File: src/rtl/fetch_ctl.sv
// -----------------------------------------------------------------------------
// fetch_ctl
//   Front-end fetch controller. Owns the PC, issues in-order requests to
//   instruction memory, buffers returned instructions in a 2-entry FIFO for
//   decode, and handles redirects (taken branch / jump) from writeback by
//   reloading the PC, flushing the FIFO and discarding stale responses.
//
// Optional build macro:
//   FETCH_CTL_PERF_CNT_EN - adds redirect_cnt_o / drop_cnt_o event counters.
//
// Ports:
//   clk_i             clock, all state updates on the rising edge
//   reset_n_i         asynchronous active-low reset
//   stall_v_i         decode cannot accept an instruction this cycle
//   btaken_i          redirect request from writeback
//   btarget_i         redirect target (bits [1:0] ignored)
//   imem_req_v_o      fetch request valid
//   imem_req_addr_o   fetch address (current PC)
//   imem_req_ready_i  memory accepts the request
//   imem_resp_v_i     response valid (in request order)
//   imem_resp_data_i  response instruction word
//   instr_v_o         head instruction available to decode
//   instr_o           head instruction
//   instr_pc_o        PC of head instruction
//   flush_o           one-cycle pulse in the cycle after a redirect
//   redirect_cnt_o    (macro only) number of btaken_i cycles, wraps
//   drop_cnt_o        (macro only) number of discarded responses, wraps
//
// Handshake semantics: a request transfers on a rising edge where
// imem_req_v_o & imem_req_ready_i are both high; imem_req_v_o does not wait
// for ready, and the address is held stable until the transfer. Responses have
// no back-pressure: every response is consumed in the cycle it is valid,
// either into the FIFO or discarded. The decode side pops the head on an edge
// where instr_v_o & ~stall_v_i (and no redirect).
// -----------------------------------------------------------------------------
module fetch_ctl #(
  parameter int unsigned         PC_WIDTH    = 32,
  parameter int unsigned         INSTR_WIDTH = 32,
  parameter logic [PC_WIDTH-1:0] RESET_PC    = '0
) (
  input  logic                   clk_i,
  input  logic                   reset_n_i,
  input  logic                   stall_v_i,
  input  logic                   btaken_i,
  input  logic [PC_WIDTH-1:0]    btarget_i,
  output logic                   imem_req_v_o,
  output logic [PC_WIDTH-1:0]    imem_req_addr_o,
  input  logic                   imem_req_ready_i,
  input  logic                   imem_resp_v_i,
  input  logic [INSTR_WIDTH-1:0] imem_resp_data_i,
  output logic                   instr_v_o,
  output logic [INSTR_WIDTH-1:0] instr_o,
  output logic [PC_WIDTH-1:0]    instr_pc_o,
  output logic                   flush_o
`ifdef FETCH_CTL_PERF_CNT_EN
  ,
  output logic [31:0]            redirect_cnt_o,
  output logic [31:0]            drop_cnt_o
`endif
);

  // Architectural state
  logic [PC_WIDTH-1:0]    pc_q;
  logic [1:0]             outstanding_q;
  logic [1:0]             drop_q;
  logic                   flush_q;

  // Instruction FIFO: occupancy plus 1-bit wrapping pointers
  logic [1:0]             occ_q;
  logic                   rd_ptr_q;
  logic                   wr_ptr_q;
  logic [PC_WIDTH-1:0]    fifo_pc_q    [2];
  logic [INSTR_WIDTH-1:0] fifo_instr_q [2];

  // Tag queue: PC of each in-flight request, in request order
  logic [PC_WIDTH-1:0]    tag_q [2];
  logic                   tag_rd_q;
  logic                   tag_wr_q;

  // Datapath control
  logic [2:0]             reserved;
  logic                   hs;
  logic                   resp_ok;
  logic                   resp_drop;
  logic                   push;
  logic                   pop;
  logic [1:0]             outstanding_nxt;
  logic [PC_WIDTH-1:0]    target_aligned;

  // A request is only issued when a FIFO slot is guaranteed for its
  // response, counting both buffered and in-flight instructions.
  assign reserved        = {1'b0, outstanding_q} + {1'b0, occ_q};
  assign imem_req_v_o    = reset_n_i & ~btaken_i & (reserved < 3'd2);
  assign imem_req_addr_o = pc_q;
  assign hs              = imem_req_v_o & imem_req_ready_i;

  // Responses with nothing in flight are spurious and ignored entirely.
  assign resp_ok         = imem_resp_v_i & (outstanding_q != 2'd0);
  // A response in a redirect cycle is stale even when no drops are pending.
  assign resp_drop       = resp_ok & (btaken_i | (drop_q != 2'd0));
  assign push            = resp_ok & ~resp_drop;
  assign pop             = instr_v_o & ~stall_v_i & ~btaken_i;

  assign outstanding_nxt = outstanding_q + {1'b0, hs} - {1'b0, resp_ok};
  assign target_aligned  = btarget_i & ~PC_WIDTH'(3);

  assign instr_v_o       = (occ_q != 2'd0);
  assign instr_o         = instr_v_o ? fifo_instr_q[rd_ptr_q] : '0;
  assign instr_pc_o      = instr_v_o ? fifo_pc_q[rd_ptr_q]    : '0;
  assign flush_o         = flush_q;

  always_ff @(posedge clk_i or negedge reset_n_i) begin
    if (!reset_n_i) begin
      pc_q          <= RESET_PC;
      outstanding_q <= 2'd0;
      drop_q        <= 2'd0;
      flush_q       <= 1'b0;
      occ_q         <= 2'd0;
      rd_ptr_q      <= 1'b0;
      wr_ptr_q      <= 1'b0;
      tag_rd_q      <= 1'b0;
      tag_wr_q      <= 1'b0;
    end else begin
      flush_q       <= btaken_i;
      outstanding_q <= outstanding_nxt;
      // Tags leave the queue for dropped responses too, so the queue stays
      // aligned with the memory's response order across redirects.
      if (hs)      tag_wr_q <= ~tag_wr_q;
      if (resp_ok) tag_rd_q <= ~tag_rd_q;

      if (btaken_i) begin
        pc_q     <= target_aligned;
        // Everything still in flight after this edge belongs to the old path.
        drop_q   <= outstanding_nxt;
        occ_q    <= 2'd0;
        rd_ptr_q <= 1'b0;
        wr_ptr_q <= 1'b0;
      end else begin
        if (hs)        pc_q   <= pc_q + PC_WIDTH'(4);
        if (resp_drop) drop_q <= drop_q - 2'd1;
        occ_q <= occ_q + {1'b0, push} - {1'b0, pop};
        if (push) wr_ptr_q <= ~wr_ptr_q;
        if (pop)  rd_ptr_q <= ~rd_ptr_q;
      end
    end
  end

  // Storage arrays carry no reset; their contents are only observed through
  // the valid-gated outputs.
  always_ff @(posedge clk_i) begin
    if (hs) begin
      tag_q[tag_wr_q] <= pc_q;
    end
    if (push) begin
      fifo_pc_q[wr_ptr_q]    <= tag_q[tag_rd_q];
      fifo_instr_q[wr_ptr_q] <= imem_resp_data_i;
    end
  end

`ifdef FETCH_CTL_PERF_CNT_EN
  always_ff @(posedge clk_i or negedge reset_n_i) begin
    if (!reset_n_i) begin
      redirect_cnt_o <= 32'd0;
      drop_cnt_o     <= 32'd0;
    end else begin
      if (btaken_i)  redirect_cnt_o <= redirect_cnt_o + 32'd1;
      if (resp_drop) drop_cnt_o     <= drop_cnt_o + 32'd1;
    end
  end
`endif

endmodule

File: config.mk
export PLATFORM = sky130hd
export DESIGN_NAME = fetch_ctl
export DESIGN_NICKNAME = d
export VERILOG_FILES = /design/src/rtl/fetch_ctl.sv
export SDC_FILE = /design/constraint.sdc
export NUM_CORES = 1
export LEC_CHECK = 0
export CORE_UTILIZATION = 52
export DETAILED_ROUTE_END_ITERATION = 6
export GPL_ROUTABILITY_DRIVEN = 0
export GPL_TIMING_DRIVEN = 0
export HOLD_SLACK_MARGIN = 0.12
export PLACE_DENSITY = 0.79
export SLEW_MARGIN = 20
export SYNTH_ARGS = -nofsm -noshare
export SYNTH_HDL_FRONTEND = slang
export SYNTH_SLANG_ARGS = --single-unit
File: constraint.sdc
create_clock -name clk_i -period 4.44 [get_ports clk_i]
set_input_delay 0.444 -clock clk_i [delete_from_list [all_inputs] [get_ports clk_i]]
set_output_delay 0.444 -clock clk_i [all_outputs]
set_load 0.02 [all_outputs]
; Word-level counts from Yosys, hierarchy flattened
; Memory sizes are Yosys's and may differ from the RTL's.
; Cells that the tools add are included.
[word_totals]
reg_bits = 43
ram_bits = 192
input_bits = 70
out_inout_bits = 99
wordCells = 58
n_memories = 3
[memory_table]
columns = name, words, width, rd, rd_clocked_by_memory_dff, wr, line_no
row1 = fifo_instr_q, 2, 32, 1, 0, 1, 73  ; logic [INSTR_WIDTH-1:0] fifo_instr_q [2];
row2 = fifo_pc_q, 2, 32, 1, 0, 1, 72  ; logic [PC_WIDTH-1:0] fifo_pc_q [2];
row3 = tag_q, 2, 32, 1, 0, 1, 76  ; logic [PC_WIDTH-1:0] tag_q [2];
[classes]
addsub = 7
n_lt_le_gt_ge = 1
n_mux = 15
bitwise = 16
reduce_logical = 7
[op_table]
columns = cell, n
row1 = $mux W32, 4
row2 = $add A32 B3 Y32 const B, 1
row3 = $reduce_bool A2 Y1, 7
row4 = $and A1 B1 Y1, 8
row5 = $mux W1, 8
row6 = $not A1 Y1, 7
row7 = $mux W2, 3
row8 = $add A2 B1 Y2, 2
row9 = $sub A2 B1 Y2, 2
row10 = $add A2 B2 Y3, 1
row11 = $lt A3 B2 Y1 const B, 1
row12 = $sub A2 B1 Y2 const B, 1
row13 = $or A1 B1 Y1, 1

; Depth between registers and ports, before layout
; Gate-level depths: netlist of run 1.
[logic_depth]
word_depth = 8
depth_mapped = 11
mapped_depth_nobuf = 11

; Least setup slack after synthesis of run 1
; Ideal clock, no wire load.
[synth_path]
path_kind = input to register
from = in imem_resp_v_i
to = mem fifo_instr_q[0][0] (enable)
setup_ns = 0.482
arrival_ns = 3.414
required_time_ns = 3.958
setup_slack_ns = 0.543
cell_stages = 4
n_path_buf = 0
path_cell_list = o21ai_0 > inv_1 > nand3_1 > nor2_1
[synth_between]
elab_chain_cells = 6
[synth_rtl]
columns = element, line_no
row1 = start: declaration, 49  ; input logic imem_resp_v_i,
row2 = $and A1 B1 Y1 (*), 98  ; assign resp_ok = imem_resp_v_i & (outstanding_q != 2'd0);
row3 = via resp_ok, 83  ; logic resp_ok;
row4 = $and A1 B1 Y1, 100  ; assign resp_drop = resp_ok & (btaken_i | (drop_q != 2'd0));
row5 = $not A1 Y1, 101  ; assign push = resp_ok & ~resp_drop;
row6 = $and A1 B1 Y1 (*), 101
row7 = $mux W1 (*), 154  ; if (push) begin
row8 = $mux W1 (not written as such) (*), 156  ; fifo_instr_q[wr_ptr_q] <= imem_resp_data_i;
row9 = end: declaration, 73
; Mark *: on every way through the listed nets, which the timed path passes. The rest lies on a longest branch.

; Worst setup path after layout of run 1
[layout_path]
from = reg rd_ptr_q
to = out instr_o[1]
[layout_between]
elab_chain_cells = 2
[layout_rtl]
columns = element, line_no
row1 = start: declaration, 70  ; logic rd_ptr_q;
row2 = start signal: assignment, 143  ; if (pop) rd_ptr_q <= ~rd_ptr_q;
row3 = $mem_v2 Z2 W32, --
row4 = $mux W32, 108  ; assign instr_o = instr_v_o ? fifo_instr_q[rd_ptr_q] : '0;
row5 = end: declaration, 52  ; output logic [INSTR_WIDTH-1:0] instr_o,
; No other way between the ends.

==> results.txt, run 1 <==
CP Capture Type -> output port
syn avg cell area -> 14.7 sq um
first-pass GRT wire length -> 31,600 um
number of global-route vias before repair -> 6,016
H-tree levels -> 1
initial DRC count -> 401
Die Width -> 135 um
fin. max-slew vios -> 0
Initial Utilization -> 53.3%
TritonCTS clock tree -> yes
type of the worst min-delay path -> input pin to asynchronous set/reset pin
net switching power -> 1.74 mW
TritonCTS sink count -> 225
grt met1 use -> 29.3%
nets@finish -> 903
Comb power frac -> 25.7%
number of synthesized flops with an enable pin -> 184
CP max stage delay -> 630 ps
period utilisation layout -> 76.2%
placed instance area -> 0.0114 sq mm
reg-to-reg critical path endpoint -> drop_q[1]$_DFFE_PN0P_
via count -> 5,989
setup skew after layout -> 10.4 ps
final-report setup violation count -> 0
total CTS buffers -> 23
P per Cell Area -> 505 mW/mm^2
DRT Wirelength -> 20,500 um
fin area -> 0.0121 sq mm
Main synth FF type -> edfxtp_1
fin worst setup slack -> 1060 ps
fraction of layout cells with a size suffix above 1 -> 10.7%
Worst-path clk slew -> 60 ps
Routed WL per cell -> 19.2 um
Final min period -> 3380 ps
Leak Pwr -> 4.10 nW
Total Power Consumption -> 6.14 mW
final-layout fill cell count -> 1,133
FF-to-FF Start -> occ_q[0]$_DFF_PN0_
vias per inst -> 5.61
initial antenna violation count -> 0
Syn Std Cell Area -> 0.00922 sq mm
drt first pass iters -> 5
M2 GR Usage -> 38.8%
CP Launch Type -> flip-flop
Root Driver -> clkbuf_16
sequential share of the synthesized area -> 71.0%
Critical Path AT -> 2940 ps
met3 global-route usage -> 4.41%
Async SR Flop Fraction -> 18.2%
# DRC -> 0
largest net degree at the start of global routing -> 24
dpl hpwl -> 14,100 um
switching portion of total power -> 28.3%
I/O Buffers -> 162
critical path type -> flip-flop to output port
Fin. Hold Viols -> 0
Storage cell area -> 0.00655 sq mm
RSZ-0062 raised after global routing -> false
largest area contributor in the netlist -> edfxtp_1
worst slack at placement -> 1330 ps
internal power -> 4.40 mW
chip height -> 135 um
num ports -> 169
gr busiest metal -> met2
hold_ws -> 481 ps
flop2flop setup slack -> 1380 ps
required time worst endpoint -> 4000 ps
post-synthesis cell type count -> 43
antenna cell count -> 0
Max Cap Viol -> 0
worst reg2reg path depth -> 11
remaining antenna violation count -> 0
Slew Limit Headroom -> 50.4%
die area -> 0.0183 sq mm
status -> finished clean
GRT Total Usage -> 22.8%
Gate Count Post-Synth -> 626
Core Footprint -> 0.0173 sq mm
CP Max Fanout -> 10
multi-input logic area -> 0.00253 sq mm
CTS resizes -> 0
Clock Latency Late Sink -> 500 ps
yosys warns -> 0
grt total ovfl -> 0
CP cell instances -> clkbuf_1 > buf_1 > mux2i_1 > nor2_1 > clkdlybuf4s50_1
Peak VDD IR -> 0.000288 V
post-synth top area share -> 59.9%
Synth Register Bits -> 225
Crit path max-delay family -> buffers and inverters
ranking of synthesized cells by area -> edfxtp_1 (60%), dfrtp_1 (11%), mux2i_1 (6.8%)
Area Overhead vs Synth -> 31.7%
Clock Power Share -> 30.6%
crit path buf inv count -> 3
Peak Freq -> 296 MHz
FP Rows -> 48
Flop pwr share -> 43.6%
clk buf depth -> 3
Worst Tran Pin Value -> 743 ps
CP max-delay cell -> buf_1
==> power groups by stage <==
stage / clock [mW] / combinational [mW] / sequential (mW)
5_1_grt: 1.98 / 1.70 / 2.70
3_5_place_dp: 0 / 1.58 / 2.72
3_3_place_gp: 0 / 1.47 / 2.71
2_1_floorplan: 0 / 0.886 / 2.71
4_1_cts: 1.91 / 1.60 / 2.68
6_report: 1.88 / 1.58 / 2.68
==> registers in the layout, indices dropped and copies added (netlist names) <==
signal           count
fifo_instr_q        64
rd_ptr_q             1
wr_ptr_q             1
fifo_pc_q           60
drop_q               2
outstanding_q        2
tag_q               60
flush_o              1
imem_req_addr_o     30
tag_rd_q             1
occ_q                2
tag_wr_q             1
==> worst max-delay path by stage <==
stage,start,endpoint,slack (ps),cells after the start
after global placement,btaken_i,fifo_instr_q[1][23]$_DFFE_PP_,-1530,4
after global routing,rd_ptr_q$_DFFE_PN0P_,instr_o[2],880,5
after floorplan,imem_resp_v_i,fifo_instr_q[0][0]$_DFFE_PP_,540,4
final,rd_ptr_q$_DFFE_PN0P_,instr_o[1],1060,5
after CTS,rd_ptr_q$_DFFE_PN0P_,instr_o[1],970,5
after detailed placement,btaken_i,occ_q[1]$_DFF_PN0_,1330,9
==> what timing repair did <==
| item | in CTS | in global routing |
|---|---|---|
| buffers inserted | 0 | 0 |
| hold buffers | 1 | 0 |
| endpoints found under the hold margin | 21 | 0 |
==> Yosys cell counts, types with 2 or more instances <==
cell type,number
nor3_1,2
o31ai_1,8
or3_1,7
buf_2,3
a311o_1,2
a31oi_1,9
o21ai_0,13
and3_1,6
buf_1,8
clkbuf_1,17
nand3_1,15
and4_1,3
nor2b_1,4
xnor2_1,10
dfrtp_1,41
or4_4,2
o311ai_1,2
a21oi_1,2
or4_1,12
nor2_1,80
xor2_1,7
o211ai_1,6
o21ai_1,6
nand4_1,15
nand2_1,33
and2_1,5
mux2_2,31
edfxtp_1,184
mux2i_1,63
buf_4,4
ha_1,6
inv_1,9
==> cell usage in the layout (no fill, tap or decap), types with 6 or more instances in the layout <==
cell,n
a31oi_1,9
buf_1,8
buf_16,9
clkbuf_1,25
clkbuf_16,23
clkdlybuf4s50_1,161
dfrtp_1,41
edfxtp_1,184
ha_1,6
inv_1,9
mux2_2,31
mux2i_1,63
nand2_1,33
nand3_1,15
nand4_1,15
nor2_1,77
o211ai_1,6
o21ai_0,13
o21ai_1,6
o31ai_1,8
or3_1,7
or4_1,12
xnor2_1,10
xor2_1,7
==> routing by layer <==
| layer | up-vias | wire length (um) |
|---|---|---|
| met4 | 0 | 563 |
| met1 | 2898 | 8170 |
| met5 | - | 0 |
| met3 | 60 | 1530 |
| met2 | 281 | 10200 |
| li1 | 2750 | - |
==> through the flow <==
step	cells	setup TNS [ps]	util, %
6_report	1067	0	70.2
5_1_grt	1067	0	70.2
4_1_cts	1067	0	70.2
3_5_place_dp	1025	0	65.9
3_3_place_gp	1016	-228190	64.4
2_1_floorplan	629	0	-
==> final cells by class <==
cell class	count	share of cell area [%]
clock buffer	34	5.32
timing repair buffer	172	15.4
clock inverter	7	0.721
sequential	225	53.9
inverter	10	0.309
buffer	32	1.14
tap	225	2.32
multi-input combinational	362	20.8
==> kinds of logic (layout without fill, tap and decap cells) <==
family          count (synthesis)  in the layout  synth area share (%)
fa+ha+maj                       7              7                  1.03
flops                         225            225                  71.0
xor+xnor                       17             17                  1.61
buf+inv                        42            255                  1.91
simple gates                  190            190                  10.2
compound gates                 50             50                  3.50
mux                            94             94                  10.6
other cells                     1              4                0.0407
No activity file was read; power rests on OpenSTA's default activity.
==> run 2, diff against run 1 <==
--- a/config.mk
+++ b/config.mk
@@ -5,12 +5,12 @@
 export SDC_FILE = /design/constraint.sdc
 export NUM_CORES = 1
 export LEC_CHECK = 0
-export CORE_UTILIZATION = 52
+export CORE_UTILIZATION = 47
 export DETAILED_ROUTE_END_ITERATION = 6
 export GPL_ROUTABILITY_DRIVEN = 0
 export GPL_TIMING_DRIVEN = 0
 export HOLD_SLACK_MARGIN = 0.12
-export PLACE_DENSITY = 0.79
+export PLACE_DENSITY = 0.76
 export SLEW_MARGIN = 20
 export SYNTH_ARGS = -nofsm -noshare
 export SYNTH_HDL_FRONTEND = slang
==> constraint.sdc (replaced) <==
create_clock -name clk_i -period 2.72 [get_ports clk_i]
set_input_delay 0.272 -clock clk_i [delete_from_list [all_inputs] [get_ports clk_i]]
set_output_delay 0.272 -clock clk_i [all_outputs]
set_load 0.02 [all_outputs]
==> results.txt, run 2 (synthesized netlist as in run 1, its figures left out) <==
CP Max Fanout -> 30 (+20)
Leak Pwr -> 4.10 nW (about the same)
DRT Wirelength -> 19,900 um (-2.8%)
multi-input logic area -> 0.00256 sq mm (+1.3%)
I/O Buffers -> 162 (unchanged)
Critical Path AT -> 2810 ps (-130 ps)
post-route setup TNS -> 0 ps (unchanged)
Worst Tran Pin Value -> 970 ps (+227 ps)
Max Cap Viol -> 0 (unchanged)
Root Driver -> clkbuf_16
Die Width -> 142 um (+5.1%)
Storage cell area -> 0.00655 sq mm (about the same)
drt first pass iters -> 5 (unchanged)
final-report setup violation count -> 0 (unchanged)
chip height -> 142 um (+5.1%)
Top Registers -> fifo_instr_q (64), fifo_pc_q (60), tag_q (60)
Slew Limit Headroom -> 35.2% (-15 points)
first-pass GRT wire length -> 31,100 um (-1.4%)
largest net degree at the start of global routing -> 31 (+29%)
Largest Register -> fifo_instr_q
Routed WL per cell -> 18.1 um (-5.8%)
via count -> 5,951 (-0.63%)
Peak VDD IR -> 0.000467 V (+62%)
fin. max-slew vios -> 0 (unchanged)
clk buf depth -> 3 (unchanged)
# DRC -> 0 (unchanged)
Core Footprint -> 0.0190 sq mm (+9.6%)
initial DRC count -> 390 (-2.7%)
Fin. Hold Viols -> 0 (unchanged)
die area -> 0.0202 sq mm (+10%)
remaining antenna violation count -> 0 (unchanged)
dpl hpwl -> 13,800 um (-1.7%)
total CTS buffers -> 23 (unchanged)
Core Util, Final -> 64.0% (-6.2 points)
critical path type -> flip-flop to flip-flop
number of global-route vias before repair -> 6,020 (+0.066%)
GRT Total Usage -> 19.9% (-2.8 points)
placed cells -> 1,057 (+3.1%)
grt total ovfl -> 0 (unchanged)
Final min period -> 2690 ps
Initial Utilization -> 48.7% (-4.7 points)
FP Rows -> 50 (+4.2%)
setup skew after layout -> 19.0 ps (+8.59 ps)
Area Overhead vs Synth -> 31.6%
final-layout fill cell count -> 1,378 (+22%)
status -> finished clean
TritonCTS clock tree -> yes
antenna cell count -> 0 (unchanged)
type of the worst min-delay path -> input pin to asynchronous set/reset pin
P per Cell Area -> 821 mW/mm^2 (+63%)
fraction of layout cells with a size suffix above 1 -> 12.8% (+2.2 points)
RSZ-0062 raised after global routing -> true
Worst-path clk slew -> 60 ps (about the same)
commonest non-fill, non-tap cell in the layout -> edfxtp_1
max FFs per register -> 64 (unchanged)
most frequent cells in the layout -> edfxtp_1 (184), clkdlybuf4s50_1 (160), nor2_1 (77)
Peak Freq -> 372 MHz
period utilisation layout -> 98.8%
Non-Filler Instances -> 1,101 (+3.2%)
Clock Latency Late Sink -> 510 ps (about the same)
CP Capture Type -> flip-flop
worst reg2reg path depth -> 5 (-6)
vias per inst -> 5.41 (-3.7%)
fin worst setup slack -> 31.6 ps (-1020 ps)
required time worst endpoint -> 2840 ps (-1160 ps)
CP Launch Type -> flip-flop
initial antenna violation count -> 0 (unchanged)
TritonCTS sink count -> 225 (unchanged)
H-tree levels -> 1 (unchanged)
nets@finish -> 901 (-0.22%)
worst slack at placement -> -228 ps (-1560 ps)
num ports -> 169 (unchanged)
[run 2: critical path, cell delays in order (launching register included)]
cell and delay [ps]:
dfrtp_1 420, and2_4 160, fa_2 460, nor4b_4 360
nand2_2 150, nor2_4 760
[run 2: per-stage QoR]
stage / hold slack [ps] / cell area, sq um / total power [mW]
floorplan: -23.6 / 9260 / 5.89
global placement: 525 / 11200 / 6.86
detailed placement: 217 / 11400 / 6.99
CTS: 210 / 12100 / 10.0
global route: 228 / 12100 / 10.4
finish: 213 / 12100 / 9.97
[run 2: final cells by class]
class,count,share of cell area [%]
Timing Repair Buffer,171,14.7
Tap cell,260,2.68
Sequential cell,225,54.0
Clock buffer,30,4.96
Multi-Input combinational cell,362,21.1
Clock inverter,12,0.959
Buffer,31,1.26
Inverter,10,0.309
[run 2: worst paths after layout]
path	endpoint	slack, ps	from
worst max-delay path	tag_q[0][4]$_DFFE_PP_	30	occ_q[0]$_DFF_PN0_
max in group asynchronous	rd_ptr_q$_DFFE_PN0P_	1980	reset_n_i
worst min-delay path	imem_req_addr_o[16]$_DFFE_PN0P_	210	reset_n_i
worst min register to register	tag_wr_q$_DFFE_PN0P_	550	tag_wr_q$_DFFE_PN0P_
worst max register to register	tag_q[0][4]$_DFFE_PP_	30	occ_q[0]$_DFF_PN0_
min in group clk_i	imem_req_addr_o[13]$_DFFE_PN0P_	320	btarget_i[13]
[run 2: repair_timing]
| item | 4_1_cts | 5_1_grt |
|---|---|---|
| setup buffers | 1 | 1 |
| hold buffers | 1 | 0 |
| pin swaps | 1 | 1 |
| endpoints found under the setup margin | 96 | 72 |
| hold endpoints to repair | 41 | 0 |
| gates resized for setup | 16 | 8 |
[run 2: per-layer routing]
metal	track usage [%]	part of all wire (%)	vias up	routed length [um]
met3	3.50	8.0	42	1600
met2	33.9	49	276	9660
met4	7.41	2.2	0	432
li1	-	-	2756	-
met1	25.6	41	2877	8220
met5	0	0	-	0
[run 2: power breakdown]
group          total (mW)  switching [mW]  internal [mW]  leakage [nW]
combinational        2.57            1.37           1.21          1.60
sequential           4.39           0.229           4.16          2.15
clock                3.01            1.25           1.76         0.347
total                9.97            2.84           7.12          4.10
